==> src/rtl/core_pkg.sv <==
// Shared fetch-stage types: fetch_entry_t {pc, instr}, fetch_state_e, FETCH_DEPTH.
// Imported by fetch_fifo and fetch_stage.
package core_pkg;

  localparam int FETCH_DEPTH = 2;

  typedef struct packed {
    logic [31:0] pc;
    logic [31:0] instr;
  } fetch_entry_t;

  typedef enum logic [1:0] {
    BOOT,
    RUN,
    HALT
  } fetch_state_e;

endpackage

==> src/rtl/fetch_stage_if.sv <==
// Fetch bus bundle: imem request/response channel and decode valid/ready.
// master = fetch stage side, slave = memory/decode side.
interface fetch_stage_if;

  logic        imem_req_valid;
  logic        imem_req_ready;
  logic [31:0] imem_req_addr;
  logic        imem_rsp_valid;
  logic [31:0] imem_rsp_data;
  logic        id_valid;
  logic        id_ready;
  logic [31:0] id_pc;
  logic [31:0] id_instr;

  modport master (
    output imem_req_valid, imem_req_addr,
    output id_valid, id_pc, id_instr,
    input  imem_req_ready, imem_rsp_valid,
    input  imem_rsp_data, id_ready
  );

  modport slave (
    input  imem_req_valid, imem_req_addr,
    input  id_valid, id_pc, id_instr,
    output imem_req_ready, imem_rsp_valid,
    output imem_rsp_data, id_ready
  );

endinterface

==> src/rtl/fetch_fifo.sv <==
// Small in-order FIFO, parameterised on DEPTH and entry type T.
// Ports: clk, rst_n, flush (sync clear), push/din, pop/dout, count, empty.
module fetch_fifo #(
  parameter int DEPTH = 2,
  parameter type T = logic [31:0]
) (
  input  logic                       clk,
  input  logic                       rst_n,
  input  logic                       flush,
  input  logic                       push,
  input  T                           din,
  input  logic                       pop,
  output T                           dout,
  output logic [$clog2(DEPTH+1)-1:0] count,
  output logic                       empty
);

  localparam int AW = (DEPTH > 1) ? $clog2(DEPTH) : 1;
  localparam int CW = $clog2(DEPTH + 1);

  T               mem [DEPTH];
  logic [AW-1:0]  wr_ptr;
  logic [AW-1:0]  rd_ptr;
  logic           full;
  logic           do_push;
  logic           do_pop;

  function automatic logic [AW-1:0] nxt(
    input logic [AW-1:0] p
  );
    return (p == AW'(DEPTH - 1)) ? '0 : p + 1'b1;
  endfunction

  assign empty   = (count == '0);
  assign full    = (count == CW'(DEPTH));
  assign do_pop  = pop & ~empty;
  assign do_push = push & (~full | do_pop);
  assign dout    = mem[rd_ptr];

  always_ff @(posedge clk or negedge rst_n) begin
    if (!rst_n) begin
      wr_ptr <= '0;
      rd_ptr <= '0;
      count  <= '0;
      for (int i = 0; i < DEPTH; i++) begin
        mem[i] <= '0;
      end
    end else if (flush) begin
      wr_ptr <= '0;
      rd_ptr <= '0;
      count  <= '0;
    end else begin
      if (do_push) begin
        mem[wr_ptr] <= din;
        wr_ptr      <= nxt(wr_ptr);
      end
      if (do_pop) begin
        rd_ptr <= nxt(rd_ptr);
      end
      count <= count + CW'(do_push) - CW'(do_pop);
    end
  end

endmodule

==> src/rtl/fetch_stage.sv <==
// RV32I fetch stage: owns fetch PC, issues imem requests, buffers {pc,instr}.
// Ports: clk, rst_n, redirect_valid/pc, bus (fetch_stage_if.master), fetch_misaligned (FETCH_MISALIGN_CHK_EN).
module fetch_stage
  import core_pkg::*;
#(
  parameter logic [31:0] RESET_PC = 32'h0000_0000
) (
  input  logic                 clk,
  input  logic                 rst_n,
  input  logic                 redirect_valid,
  input  logic [31:0]          redirect_pc,
  fetch_stage_if.master        bus
`ifdef FETCH_MISALIGN_CHK_EN
  ,
  output logic                 fetch_misaligned
`endif
);

  fetch_state_e state;
  fetch_state_e state_nxt;

  logic [31:0]  pc_q;
  logic [31:0]  tgt;
  logic [1:0]   drop_cnt;
  logic [1:0]   out_cnt;
  logic [1:0]   fifo_cnt;
  logic         fifo_empty;
  logic         tag_empty;
  logic [31:0]  tag_pc;
  fetch_entry_t head;
  fetch_entry_t push_entry;
  logic         run;
  logic         req_fire;
  logic         rsp_fire;
  logic         push;
  logic         pop;
  logic         flush;

`ifdef FETCH_MISALIGN_CHK_EN
  assign tgt = redirect_pc;
  assign fetch_misaligned = (state == HALT);
`else
  assign tgt = redirect_pc & 32'hFFFF_FFFC;
`endif

  assign run = (state == RUN);

  // Outstanding + buffered never exceeds the FIFO depth, so every
  // response is guaranteed a slot.
  assign bus.imem_req_valid = run & ~redirect_valid &
    (({1'b0, out_cnt} + {1'b0, fifo_cnt}) < 3'd2);
  assign bus.imem_req_addr  = pc_q;

  assign req_fire = bus.imem_req_valid & bus.imem_req_ready;
  // Responses with nothing outstanding (pre-reset requests) are ignored.
  assign rsp_fire = bus.imem_rsp_valid & ~tag_empty;
  assign push     = rsp_fire & (drop_cnt == 2'd0) & run & ~redirect_valid;
  assign pop      = bus.id_valid & bus.id_ready;
  assign flush    = redirect_valid | (state == HALT);

  assign push_entry = '{pc: tag_pc, instr: bus.imem_rsp_data};

  assign bus.id_valid = ~fifo_empty & ~redirect_valid;
  assign bus.id_pc    = head.pc;
  assign bus.id_instr = head.instr;

  always_ff @(posedge clk or negedge rst_n) begin
    if (!rst_n) begin
      state <= BOOT;
    end else begin
      state <= state_nxt;
    end
  end

  always_comb begin
    state_nxt = state;
    unique case (state)
      BOOT: state_nxt = RUN;
      RUN: begin
`ifdef FETCH_MISALIGN_CHK_EN
        if (redirect_valid && redirect_pc[1:0] != 2'b00) begin
          state_nxt = HALT;
        end
`endif
      end
      default: state_nxt = state;
    endcase
  end

  always_ff @(posedge clk or negedge rst_n) begin
    if (!rst_n) begin
      pc_q     <= RESET_PC;
      drop_cnt <= 2'd0;
    end else if (redirect_valid) begin
      pc_q     <= tgt;
      // Everything still in flight after this cycle is stale.
      drop_cnt <= out_cnt - {1'b0, rsp_fire};
    end else begin
      if (req_fire) begin
        pc_q <= pc_q + 32'd4;
      end
      if (rsp_fire && drop_cnt != 2'd0) begin
        drop_cnt <= drop_cnt - 2'd1;
      end
    end
  end

  fetch_fifo #(
    .DEPTH (FETCH_DEPTH),
    .T     (fetch_entry_t)
  ) u_data (
    .clk   (clk),
    .rst_n (rst_n),
    .flush (flush),
    .push  (push),
    .din   (push_entry),
    .pop   (pop),
    .dout  (head),
    .count (fifo_cnt),
    .empty (fifo_empty)
  );

  // Request-PC tags; its occupancy is the outstanding-request count.
  fetch_fifo #(
    .DEPTH (FETCH_DEPTH),
    .T     (logic [31:0])
  ) u_tag (
    .clk   (clk),
    .rst_n (rst_n),
    .flush (1'b0),
    .push  (req_fire),
    .din   (pc_q),
    .pop   (rsp_fire),
    .dout  (tag_pc),
    .count (out_cnt),
    .empty (tag_empty)
  );

endmodule

==> src/flat_wrapper.sv <==
// flat-port wrapper written by rule: the top's interface ports become plain ports
module fetch_stage_flat import core_pkg::*;
#(
  parameter logic [31:0] RESET_PC = 32'h0000_0000
)
  (clk, rst_n, redirect_valid, redirect_pc, bus_imem_req_valid, bus_imem_req_addr, bus_id_valid, bus_id_pc, bus_id_instr, bus_imem_req_ready, bus_imem_rsp_valid, bus_imem_rsp_data, bus_id_ready);
  fetch_stage_if bus_i ();
  input  logic clk;
  input  logic rst_n;
  input  logic redirect_valid;
  input  logic [31:0] redirect_pc;
  output wire logic [$bits(bus_i.imem_req_valid)-1:0] bus_imem_req_valid;
  output wire logic [$bits(bus_i.imem_req_addr)-1:0] bus_imem_req_addr;
  output wire logic [$bits(bus_i.id_valid)-1:0] bus_id_valid;
  output wire logic [$bits(bus_i.id_pc)-1:0] bus_id_pc;
  output wire logic [$bits(bus_i.id_instr)-1:0] bus_id_instr;
  input wire logic [$bits(bus_i.imem_req_ready)-1:0] bus_imem_req_ready;
  input wire logic [$bits(bus_i.imem_rsp_valid)-1:0] bus_imem_rsp_valid;
  input wire logic [$bits(bus_i.imem_rsp_data)-1:0] bus_imem_rsp_data;
  input wire logic [$bits(bus_i.id_ready)-1:0] bus_id_ready;
  assign bus_imem_req_valid = bus_i.imem_req_valid;
  assign bus_imem_req_addr = bus_i.imem_req_addr;
  assign bus_id_valid = bus_i.id_valid;
  assign bus_id_pc = bus_i.id_pc;
  assign bus_id_instr = bus_i.id_instr;
  assign bus_i.imem_req_ready = bus_imem_req_ready;
  assign bus_i.imem_rsp_valid = bus_imem_rsp_valid;
  assign bus_i.imem_rsp_data = bus_imem_rsp_data;
  assign bus_i.id_ready = bus_id_ready;
  fetch_stage #(.RESET_PC(RESET_PC)) u_core (.clk(clk), .rst_n(rst_n), .redirect_valid(redirect_valid), .redirect_pc(redirect_pc), .bus(bus_i));
endmodule
==> config.mk <==
export PLATFORM = sky130hd
export DESIGN_NAME = fetch_stage_flat
export DESIGN_NICKNAME = d
export VERILOG_FILES = /design/src/rtl/core_pkg.sv /design/src/rtl/fetch_stage_if.sv /design/src/rtl/fetch_fifo.sv /design/src/rtl/fetch_stage.sv /design/src/flat_wrapper.sv
export SDC_FILE = /design/constraint.sdc
export NUM_CORES = 1
export LEC_CHECK = 0
export CELL_PAD_IN_SITES_DETAIL_PLACEMENT = 1
export CELL_PAD_IN_SITES_GLOBAL_PLACEMENT = 1
export CORE_MARGIN = 1
export CORE_UTILIZATION = 39
export DETAILED_ROUTE_END_ITERATION = 10
export PLACE_DENSITY = 0.81
export SLEW_MARGIN = 0
export SYNTH_ARGS = -nofsm -noshare
export SYNTH_HDL_FRONTEND = slang
export SYNTH_SLANG_ARGS = --single-unit
==> constraint.sdc <==
create_clock -name clk -period 2.57 [get_ports clk]
set_input_delay 0.3855 -clock clk [delete_from_list [all_inputs] [get_ports clk]]
set_output_delay 0.3855 -clock clk [all_outputs]
set_load 0.1 [all_outputs]
==> summary.txt <==
Yosys
  • Flop and latch count out of synthesis: 225
  • Yosys warnings: 0
  • Post-synthesis sequential area ratio: 55.1%
  • Distinct cell type count after synthesis: 48
  • Post-synth EDFFs: 0
  • Ys flop type: dfrtp_1
  • Syn_area_per_cell: 12.2 um^2
  • Cell area after synthesis: 0.0102 mm^2
  • Cells after synthesis: 839
  • Async S/R FF share, synth: 100%

Final layout
  • Design area: 0.0138 mm^2
  • Share of cells above drive strength 1: 35.4%
  • Reg area: 0.00563 mm^2
  • Synth-to-Final Area Change: 35.1%
  • Commonest cells after routing, fill and taps aside: dfrtp_1, mux2_2, buf_12
  • Diode count: 0
  • Multi-input logic area: 0.00435 mm^2
  • Final #Nets: 1088
  • Final-layout fill cell count: 2532
  • Commonest non-fill, non-tap cell in the layout: dfrtp_1

Global routing
  • Vias in the first global route: 7954
  • Grt ovf: 0
  • Antenna violations before repair: 1
  • First-pass GRT wire length: 44500 um
  • Total GRT Usage: 21.3%
  • Largest net degree at the start of global routing: 69

Floorplanning
  • Io pins: 168
  • Row cnt: 58
  • Starting density of the core: 40.1%
  • Die Y-Extent: 164 um
  • Core Area: 0.0255 mm^2
  • Die width: 164 um
  • Die area: 0.0269 mm^2

Route
  • Drt pass-1 iters: 4
  • Initial DRC count: 316
  • Routed WL: 27700 um
  • WL/cell: 20.5 um
  • Vias/cell: 5.33
  • Via count: 7217
  • Remaining DRCs: 0
  • ANT nets after route: 0

Setup path
  • CP Class: register to output port
  • Worst path required time: 2.18 ns
  • Worst EP arrival: 2.17 ns
  • Crit end category: output port
  • Crit Path Max Fanout: 2
  • Startpoint Class: register

Clocking
  • Worst skew pair latency: 0.52 ns
  • CTS root buffer: clkbuf_16
  • Htree depth: 1
  • Worst-path clk slew: 0.06 ns
  • CTS Buf Count: 24
  • Clk buf depth: 3
  • CTS tree: built
  • Clock Sinks: 225

STA
  • Final worst-path cycle share: 99.4%
  • Final-report setup violation count: 0
  • Min Hold Slack: 0.392 ns
  • Final setup margin: 0.0156 ns
  • Slew margin rel.: 57.8%
  • Worst Tran Pin Value: 0.628 ns
  • Clock skew: 0.0126 ns
  • Fin crit period: 2.55 ns
  • FMAX: 0.391 GHz
  • RSZ-0062 raised after global routing: yes
  • Slew Limit Fails: 0
  • Hold Violations, Final: 0
  • Total negative slack: 0 ns

Placement
  • Pre-CTS setup slack: -0.00674 ns
  • Detailed Place HPWL: 18500 um
  • DP Area: 0.0130 mm^2
  • Port-buffer cells: 161
  • RD Place Congestion: 0.762

Power and ir drop
  • Leakage power: 6.25 nW
  • Worst VDD drop: 1.19 mV
  • PD cells: 1300 mW/mm^2
  • Final total power: 0.0179 W

Outcome
  • Status: finished, final reports clean

Worst hold path
  • HP Class: input pin to register

Run
  • Maximum capacitance violations: 0
[sequential cells by signal (all words and copies together) (netlist names)]
name                      count
u_core.bus.imem_req_addr     30
u_core.drop_cnt               2
u_core.state                  1
u_core.u_data.count           2
u_core.u_data.mem           124
u_core.u_data.rd_ptr          1
u_core.u_data.wr_ptr          1
u_core.u_tag.count            2
u_core.u_tag.mem             60
u_core.u_tag.rd_ptr           1
u_core.u_tag.wr_ptr           1
[logic make-up after synthesis]
logic type               count (synthesis)  synth area share, %
other                                    2               0.0735
flip-flops                             225                 55.1
AND/OR/NAND/NOR                        187                 9.09
adder cells (fa/ha/maj)                  8                 1.05
XOR/XNOR                                15                 1.29
AO/OA/AOI/OAI                          121                 6.91
buffers and inverters                   65                 3.09
multiplexers                           216                 23.4
[layer usage]
layer / GRT usage [%] / part of all wire, % / vias to the layer above
met1: 26.9 / 42 / 3685
met2: 37.2 / 51 / 184
met4: 5.89 / 2.2 / 2
met5: 0 / 0.061 / -
li1: - / - / 3303
met3: 3.96 / 5.1 / 43
[worst max-delay path: stages, from the launching register on]
cell	delay, ns
dfrtp_1	0.39
and2_4	0.17
fa_1	0.47
nor4b_4	0.26
buf_4	0.19
buf_12	0.17
[through the flow]
stage	std cells	utilization, %
detailed placement	1312	50.9
finish	1355	54.2
CTS	1355	54.2
global route	1355	54.2
floorplan	842	-
global placement	1312	50.9
[cells in the mapped netlist (2+ instances only)]
cell type | instances | share of area, %
dfrtp_1 | 225 | 55
mux2_2 | 182 | 20
nand2_1 | 72 | 2.6
o21ai_0 | 57 | 2.8
nor2_1 | 49 | 1.8
a21oi_1 | 34 | 1.7
mux2i_1 | 33 | 3.2
clkbuf_1 | 23 | 0.84
buf_4 | 15 | 1.1
nand3_1 | 15 | 0.73
buf_2 | 12 | 0.59
inv_1 | 12 | 0.44
nand4_1 | 11 | 0.67
xnor2_1 | 10 | 0.86
ha_1 | 7 | 0.86
nand3b_1 | 7 | 0.51
nor2b_1 | 6 | 0.37
nor3_1 | 6 | 0.29
o211ai_1 | 6 | 0.44
o311ai_0 | 6 | 0.51
xor2_1 | 5 | 0.43
and2_1 | 4 | 0.24
a21o_1 | 3 | 0.22
a22oi_1 | 3 | 0.22
a31oi_1 | 3 | 0.18
and3_1 | 3 | 0.18
buf_1 | 3 | 0.11
nor3_2 | 3 | 0.29
a221o_1 | 2 | 0.20
conb_1 | 2 | 0.074
nand4_4 | 2 | 0.42
nor3b_1 | 2 | 0.15
[layout make-up]
cell class | instances | area share [%]
flip-flops and latches | 225 | 40.8
multi-input cells | 552 | 31.5
repair buffers | 195 | 18.4
clock buffers | 35 | 5.02
well taps | 330 | 2.99
clock inverters | 6 | 0.960
inverters | 12 | 0.326
[path summary, 6_finish.rpt]
check	from	end	slack, ns	cells past startpoint
setup / recovery	u_core.u_data.count[0]$_DFF_PN0_	bus_imem_req_valid	0.02	5
hold / removal	redirect_valid	u_core.bus.imem_req_addr[7]$_DFFE_PN0P_	0.39	4
setup reg to reg	u_core.u_data.count[0]$_DFF_PN0_	u_core.u_tag.count[1]$_DFF_PN0_	0.04	10
hold reg to reg	u_core.u_data.mem[39]$_DFFE_PN0P_	u_core.u_data.mem[39]$_DFFE_PN0P_	0.48	2
max in group asynchronous	rst_n	u_core.u_tag.mem[49]$_DFFE_PN0P_	1.32	3
min in group asynchronous	rst_n	u_core.u_data.mem[17]$_DFFE_PN0P_	0.41	2
[report_power, final]
group / total [W] / internal, W / switching [W]
sequential: 0.00533 / 0.00459 / 0.000736
clock: 0.00366 / 0.00226 / 0.00140
combinational: 0.00895 / 0.00343 / 0.00553
[what timing repair did]
item / CTS / global route
hold buffers: 1 / 0
pin swaps: 0 / 0
buffers inserted: 1 / 0
resized for setup: 3 / 3
hold endpoints to repair: 62 / 0
setup endpoints to repair: 20 / 66
No activity file was read; power rests on OpenSTA's default activity.
